<file path="config.mk">
export PLATFORM = sky130hd
export DESIGN_NAME = output_arbiter
export DESIGN_NICKNAME = d
export VERILOG_FILES = /design/src/rtl/output_arbiter.sv
export SDC_FILE = /design/constraint.sdc
export NUM_CORES = 1
export LEC_CHECK = 0
export ABC_AREA = 1
export BUFFER_PORTS_ARGS = -buffer_cell sky130_fd_sc_hd__buf_2
export CORE_MARGIN = 10
export CORE_UTILIZATION = 50
export DETAILED_ROUTE_END_ITERATION = 10
export PLACE_DENSITY_LB_ADDON = 0.08
export REMOVE_ABC_BUFFERS = 1
export SLEW_MARGIN = 10
export SYNTH_ARGS = -nofsm -noshare
export SYNTH_HDL_FRONTEND = slang
export SYNTH_SLANG_ARGS = --single-unit
</file>
<file path="constraint.sdc">
create_clock -name clk -period 3.7 [get_ports clk]
set_input_delay 0.185 -clock clk [delete_from_list [all_inputs] [get_ports clk]]
set_output_delay 0.185 -clock clk [all_outputs]
set_load 0.01 [all_outputs]
</file>
<file path="src/rtl/output_arbiter.sv">
// Wormhole output arbiter: round-robin packet grant over five input ports with
// downstream credit tracking. A grant holds until the owner's tail flit is sent.
module output_arbiter #(
    parameter int unsigned BUF_DEPTH = 4,
    parameter int unsigned OWN_PORT  = 0
) (
    input  logic       clk,
    input  logic       rst_n,
    input  logic [4:0] req,
    input  logic [4:0] tail,
    input  logic       credit_in,
    output logic [4:0] grant,
    output logic [2:0] sel,
    output logic       send,
    output logic [3:0] credit_cnt,
    output logic       credit_err
);

    typedef enum logic [0:0] {StIdle, StActive} state_e;

    localparam logic [3:0] Depth   = 4'(BUF_DEPTH);
    localparam logic [4:0] OwnMask = 5'(1 << OWN_PORT);
    localparam logic [2:0] SelNone = 3'd7;

    state_e     state_q, state_d;
    logic [4:0] grant_q, grant_d;
    logic [2:0] sel_q, sel_d;
    logic [2:0] ptr_q, ptr_d;
    logic [3:0] credit_q, credit_d;
    logic       err_q, err_d;

    logic [4:0] eff_req;
    logic       found;
    logic [2:0] winner;
    logic [2:0] idx;
    logic       owner_tail;

    // Round-robin search starting at ptr_q, wrapping modulo 5.
    always_comb begin
        eff_req = req & ~OwnMask;
        found   = 1'b0;
        winner  = 3'd0;
        idx     = ptr_q;
        for (int i = 0; i < 5; i++) begin
            if (!found && eff_req[idx]) begin
                found  = 1'b1;
                winner = idx;
            end
            idx = (idx == 3'd4) ? 3'd0 : idx + 3'd1;
        end
    end

    // grant_q is one-hot on the owner, so masking with it selects the owner's bits.
    assign send       = (state_q == StActive) && (|(req & grant_q)) && (credit_q != 4'd0);
    assign owner_tail = |(tail & grant_q);

    always_comb begin
        state_d = state_q;
        grant_d = grant_q;
        sel_d   = sel_q;
        ptr_d   = ptr_q;
        case (state_q)
            StIdle: begin
                if (found) begin
                    state_d = StActive;
                    grant_d = 5'b00001 << winner;
                    sel_d   = winner;
                end
            end
            StActive: begin
                if (send && owner_tail) begin
                    state_d = StIdle;
                    grant_d = 5'd0;
                    sel_d   = SelNone;
                    ptr_d   = (sel_q == 3'd4) ? 3'd0 : sel_q + 3'd1;
                end
            end
            default: state_d = StIdle;
        endcase
    end

    always_comb begin
        credit_d = credit_q;
        err_d    = err_q;
        if (credit_in && !send && credit_q == Depth) begin
            err_d = 1'b1;
        end else begin
            credit_d = credit_q + {3'b000, credit_in} - {3'b000, send};
        end
    end

    always_ff @(posedge clk) begin
        if (!rst_n) begin
            state_q  <= StIdle;
            grant_q  <= 5'd0;
            sel_q    <= SelNone;
            ptr_q    <= 3'd0;
            credit_q <= Depth;
            err_q    <= 1'b0;
        end else begin
            state_q  <= state_d;
            grant_q  <= grant_d;
            sel_q    <= sel_d;
            ptr_q    <= ptr_d;
            credit_q <= credit_d;
            err_q    <= err_d;
        end
    end

    assign grant      = grant_q;
    assign sel        = sel_q;
    assign credit_cnt = credit_q;
    assign credit_err = err_q;

endmodule

</file>
## Yosys cells after proc, flatten, opt, wreduce, memory -nomap -nowiden

Cells that the tools add are included.

| word-level totals | value |
|---|---|
| register bits after elaboration | 17 |
| bits in latches | 0 |
| memory bits (writable) | 0 |
| bits in read-only memories | 0 |
| input port bits | 13 |
| output and inout port bits | 14 |
| word-level logic and storage cells | 83 |
| memories | 0 |

| operators by class | value |
|---|---|
| add/sub/neg operators | 7 |
| $mul | 0 |
| div/mod/pow operators | 0 |
| magnitude comparators | 5 |
| equality and inequality tests | 8 |
| shift-type cells | 1 |
| multiplexer cells | 34 |
| bitwise logic cells | 3 |
| reductions and logical operators | 19 |

Operator list:

| cell | count |
|---|---|
| $mux W3 | 12 |
| $lt A3 B4 Y1 const B | 5 |
| $add A3 B1 Y3 const B | 5 |
| $bmux W1 S3 | 5 |
| $eq A3 B3 Y1 const B | 5 |
| $mux W1 | 12 |
| $and A5 B5 Y5 | 2 |
| $mux W5 | 2 |
| $pmux W5 S2 | 1 |
| $reduce_or A5 Y1 | 2 |
| $logic_and A1 B1 Y1 | 9 |
| $pmux W3 S2 | 1 |
| $logic_not A1 Y1 | 5 |
| $shl A1 B3 Y5 const A | 1 |
| $add A4 B1 Y4 | 1 |
| $eq A4 B3 Y1 const B | 1 |
| $reduce_and A2 Y1 | 2 |
| $reduce_bool A4 Y1 | 1 |
| $sub A4 B1 Y4 | 1 |
| $ne A2 B1 Y1 const B | 1 |
| $ne A2 B2 Y1 const B | 1 |
| $pmux W1 S2 | 1 |
| $not A1 Y1 | 1 |

## Depth between registers and ports, before layout

| logic depth | value |
|---|---|
| depth after elaboration | 18 |
| gate-level depth with buffers | 22 |
| gate-level depth less buffers | 22 |

## Least setup slack after synthesis

Ideal clock, no wire load.

| timing path | value |
|---|---|
| path type | register -> register |
| start | reg ptr_q[0] |
| end | reg sel_q[0] (netlist: sel[0]) |
| library setup time | 0.125 ns |
| arrival | 2.709 ns |
| required time | 3.575 ns |
| setup slack | 0.866 ns |
| cell stages (with the launch flop) | 22 |
| path buffers | 0 |
| period minus slack after synthesis | 2.834 ns |
| cell sequence | dfxtp_1 inv_2 ha_1 nand2_2 nand2_4 ha_1 nand2_2 nand2_4 ha_1 or2_2 nand2_1 nand2_1 inv_1 nand3_1 nand3_2 inv_1 nand2_1 nand2_2 nand3_1 nand2_1 o21ai_0 nand3_1 |

| on the way | value |
|---|---|
| longest elaborated chain between the ends | 17 |
| elaborated cells between the ends (all ways) | 44 |
| classes of those cells | add/sub (4); eq/ne (5); mux (26); reduce/logical (9) |

Ends and longest elaborated chain:

| element | line | source |
|---|---|---|
| from (decl) | 28 | `logic [2:0] ptr_q, ptr_d;` |
| from (signal assigned) | 104 | `ptr_q <= ptr_d;` |
| parallel branches: the longest is 17 deep, another holds $add A3 B1 Y3 | n/a |  |
| to (signal assigned) | 96 | `sel_q <= SelNone;` |
| to (signal assigned) | 103 | `sel_q <= sel_d;` |
| to (decl) | 27 | `logic [2:0] sel_q, sel_d;` |

Several ways; the timed one is not identified. The select of a mux whose other input is x is not followed.
A chain may end at the register's enable or synchronous reset.

## Final worst setup path

Same ends and word-level chain as after synthesis.

==> summary.txt <==
Synth area leader = dfxtp_1
Worst hold start = rst_n
Fin crit share = 85.03%
Synth area leaders = dfxtp_1, nand2_1, ha_1
Die width = 77.21 um
N_diodes = 0
Pre-CTS WS = 0.5699 ns
Placer Congestion = 0.9050
Cell count after synthesis = 251
R2r worst-path depth = 21
CP Capture Type = flip-flop
Die Ht = 77.21 um
Critical-path top delay cell = dfxtp_1
Worst EP required = 3.89 ns
Vias per inst = 5.193
Worst EP arrival = 3.33 ns
CP most frequent cell = nand2_1
Slowest stage delay, CP = 0.40 ns
Setup TNS = 0 ns
Htree depth = 1
XOR/XNOR Fraction of Synth Area = 1.070%
Hold Crit Depth = 2
IO Pins = 27
Worst Path Buf+Inv = 3
Clock sinks = 17
Top sig layer = met4
Synth Register Bits = 17
Top cell type's share of synthesized area = 20.80%
Simple-Gate Fraction of Synth Area = 45.57%
PnR worst setup slack = 0.5540 ns
CTS tree = yes
Crit Reg-Reg Startpoint = ptr_q[0]$_SDFFE_PN0P_
Pint = 394.8 uW
Count of final hold-check violations = 0
CTS clk-pin slew, worst paths = 0.10 ns
Status = finished clean
Routed wire per std cell = 12.44 um
Iter 0 DRT Violations = 114
Cell area after synthesis = 1637 sq um
Number of global-route vias before repair = 1586
M1 WL = 1926 um
Async S/R FF share, synth = 0%
Post-CTS Setup Inserts = 0
HPWL Detailed = 3239 um
Min Tclk post-route = 3.146 ns
Initial antenna violation count = 0
Power share of the sequential group = 35.3%
Synth Area in Adders = 12.69%
Die ar. = 5961 sq um
Setup CP Type = reg -> reg
Switching Share = 42.68%
Cts repair resizes = 0
Main combinational cell family by area after synthesis = simple AND/OR/NAND/NOR gates
Post-synthesis mux area share = 0%
Setup-failing EPs final = 0
Tot Pwr = 688.6 uW
Hold-fix buffers, CTS = 0
First-pass GRT wire length = 6886 um
Hold Path Sink = sel[2]$_SDFFE_PN1P_
HP Class = in -> reg
Net Sw Power = 293.9 uW
Worst-Margin Slew = 0.4658 ns
DR WL met2 = 1827 um
Share of cells above drive strength 1 = 23.02%
Initial DRT Pass Iterations = 4
Drt total wl = 4007 um
Critical path's top delay family = simple AND/OR/NAND/NOR gates
Initial Util = 52.74%
Largest net degree at the start of global routing = 14
RSZ-0062 raised after global routing = false
Crit-path max FO = 10
Number of synthesized flops with an enable pin = 0
Ys Warns = 0
Reg2reg setup slack = 0.55 ns
Fill cells = 349
Power Density = 375.4 nW/um^2
ANT nets after route = 0
WL met3 = 227 um
CTS Buf Count = 3
Register area share after synthesis = 20.80%
Core area = 3103 sq um
Clock Tree Root = clkbuf_4
Worst Skew = 0.004204 ns
Final #Nets = 308
Leak Pwr = 0.9686 nW
Slew margin rel. = 68.87%
Max-slew violation count = 0
Grt total ovfl = 0
Highest clock rate = 0.3179 GHz
Max VDD drop = 0.2855 mV
CP startpoint = ptr_q[0]$_SDFFE_PN0P_
Clock network power share = 15.0%
CP startpoint kind = flip-flop
CP Cell Sequence = inv_2 -> ha_1 -> nand2_2 -> nand2_4 -> ha_1 -> nand2_2 -> nand2_4 -> ha_1 -> or2_2 -> nand2_1 -> nand2_1 -> inv_1 -> nand3_1 -> nand3_2 -> inv_1 -> nand2_1 -> nand2_2 -> nand3_1 -> nand2_1 -> o21ai_0 -> nand3_1
Total track usage = 13.10%
Synth cell types = 32
Port Buffer Count = 26
Synth Area in Compound Gates = 11.24%
Row count = 20
Avg Inst Size Synth = 6.520 sq um
Combinational share of power = 49.7%
Hold Slack = 0.1552 ns
Worst skew pair latency = 0.29 ns
Worst reg2reg endpoint = sel[0]$_SDFFE_PN1P_
Clock buffer depth = 2
Max_cap viols = 0
Vias = 1672
Residual DRC count = 0
Area delta synth->final = 12.08%
Post-synth top flop = dfxtp_1
## cell type report
type                       count  area (sq um)  area share [%]
timing repair buffer          26         130.1           7.094
inverter                      34         127.6           6.958
clock buffer                   4         26.28           1.432
tap                           44         55.05           3.001
multi-input combinational    197          1155           62.96
sequential                    17         340.3           18.55
## cell usage after synthesis (2+ instances only)
| master | number |
|---|---|
| dfxtp_1 | 17 |
| inv_2 | 7 |
| nand4_1 | 3 |
| ha_1 | 15 |
| a221oi_1 | 2 |
| nand2_2 | 8 |
| nand3_1 | 35 |
| a21oi_1 | 15 |
| buf_2 | 2 |
| nand2_4 | 4 |
| nor2_1 | 18 |
| nand3_2 | 5 |
| inv_1 | 27 |
| nor2_4 | 2 |
| nand2_1 | 66 |
| o21ai_2 | 2 |
| nor2_2 | 2 |
| or2_2 | 2 |
| o21ai_0 | 6 |
## per-stage QoR
stage / cell area, sq um / utilization [%] / std cells
2_1_floorplan: 1623 / - / 248
3_3_place_gp: 1808 / 58.27 / 318
3_5_place_dp: 1808 / 58.27 / 318
4_1_cts: 1834 / 59.11 / 322
5_1_grt: 1834 / 59.11 / 322
6_report: 1834 / 59.11 / 322
## state kept, by name, indices dropped and copies added, names as in the netlist
register and cells:
credit_err 1, sel 3, credit_cnt 4, ptr_q 3, state_q 1, grant 5
## worst max path at each step
| stage | endpoint | slack (ns) | depth (start not counted) |
|---|---|---|---|
| after floorplan | sel[0]$_SDFFE_PN1P_ | 0.87 | 21 |
| after global placement | sel[0]$_SDFFE_PN1P_ | 0.60 | 21 |
| after detailed placement | sel[0]$_SDFFE_PN1P_ | 0.57 | 21 |
| after CTS | sel[0]$_SDFFE_PN1P_ | 0.54 | 21 |
| after global routing | sel[0]$_SDFFE_PN1P_ | 0.21 | 21 |
| final | sel[0]$_SDFFE_PN1P_ | 0.55 | 21 |
## kinds of logic (layout without fill, tap and decap cells)
group | Yosys count | in the layout
flops | 17 | 17
fa+ha+maj | 16 | 16
buf+inv | 37 | 64
simple gates | 149 | 149
compound gates | 30 | 30
xor+xnor | 2 | 2
## power groups by stage
| stage | logic (mW) | clock network, mW | registers (mW) |
|---|---|---|---|
| floorplan | 0.238 | 0 | 0.258 |
| global placement | 0.341 | 0 | 0.248 |
| detailed placement | 0.343 | 0 | 0.248 |
| CTS | 0.344 | 0.104 | 0.244 |
| global route | 0.393 | 0.110 | 0.250 |
| finish | 0.342 | 0.103 | 0.243 |
## placed cells by master (no fill, tap or decap), types with 2 or more instances in the layout
cell type and count:
buf_2 26, nor2_4 2, o21ai_2 2, nand3_2 5, ha_1 15, clkbuf_4 3, or2_2 2, a21oi_1 15
nand3_1 35, nand2_1 66, inv_2 7, nor2_1 18, nand4_1 3, dfxtp_1 17, o21ai_0 6, nand2_2 8
a221oi_1 2, nor2_2 2, nand2_4 4, inv_1 27
## layer usage
layer | GRT usage [%] | vias up
li1 | - | 871
met2 | 21.82 | 44
met4 | 2.920 | 0
met5 | 0 | -
met3 | 2.914 | 4
met1 | 16.62 | 753
## worst reg2reg max path, cell delays in order, from the launching register on
cell and delay (ns):
dfxtp_1 0.40, inv_2 0.13, ha_1 0.24, nand2_2 0.13
nand2_4 0.10, ha_1 0.24, nand2_2 0.10, nand2_4 0.08
ha_1 0.22, or2_2 0.29, nand2_1 0.08, nand2_1 0.10
inv_1 0.10, nand3_1 0.08, nand3_2 0.09, inv_1 0.05
nand2_1 0.10, nand2_2 0.10, nand3_1 0.08, nand2_1 0.10
o21ai_0 0.16, nand3_1 0.08
Note: power is estimated with default switching activity, not from simulation.
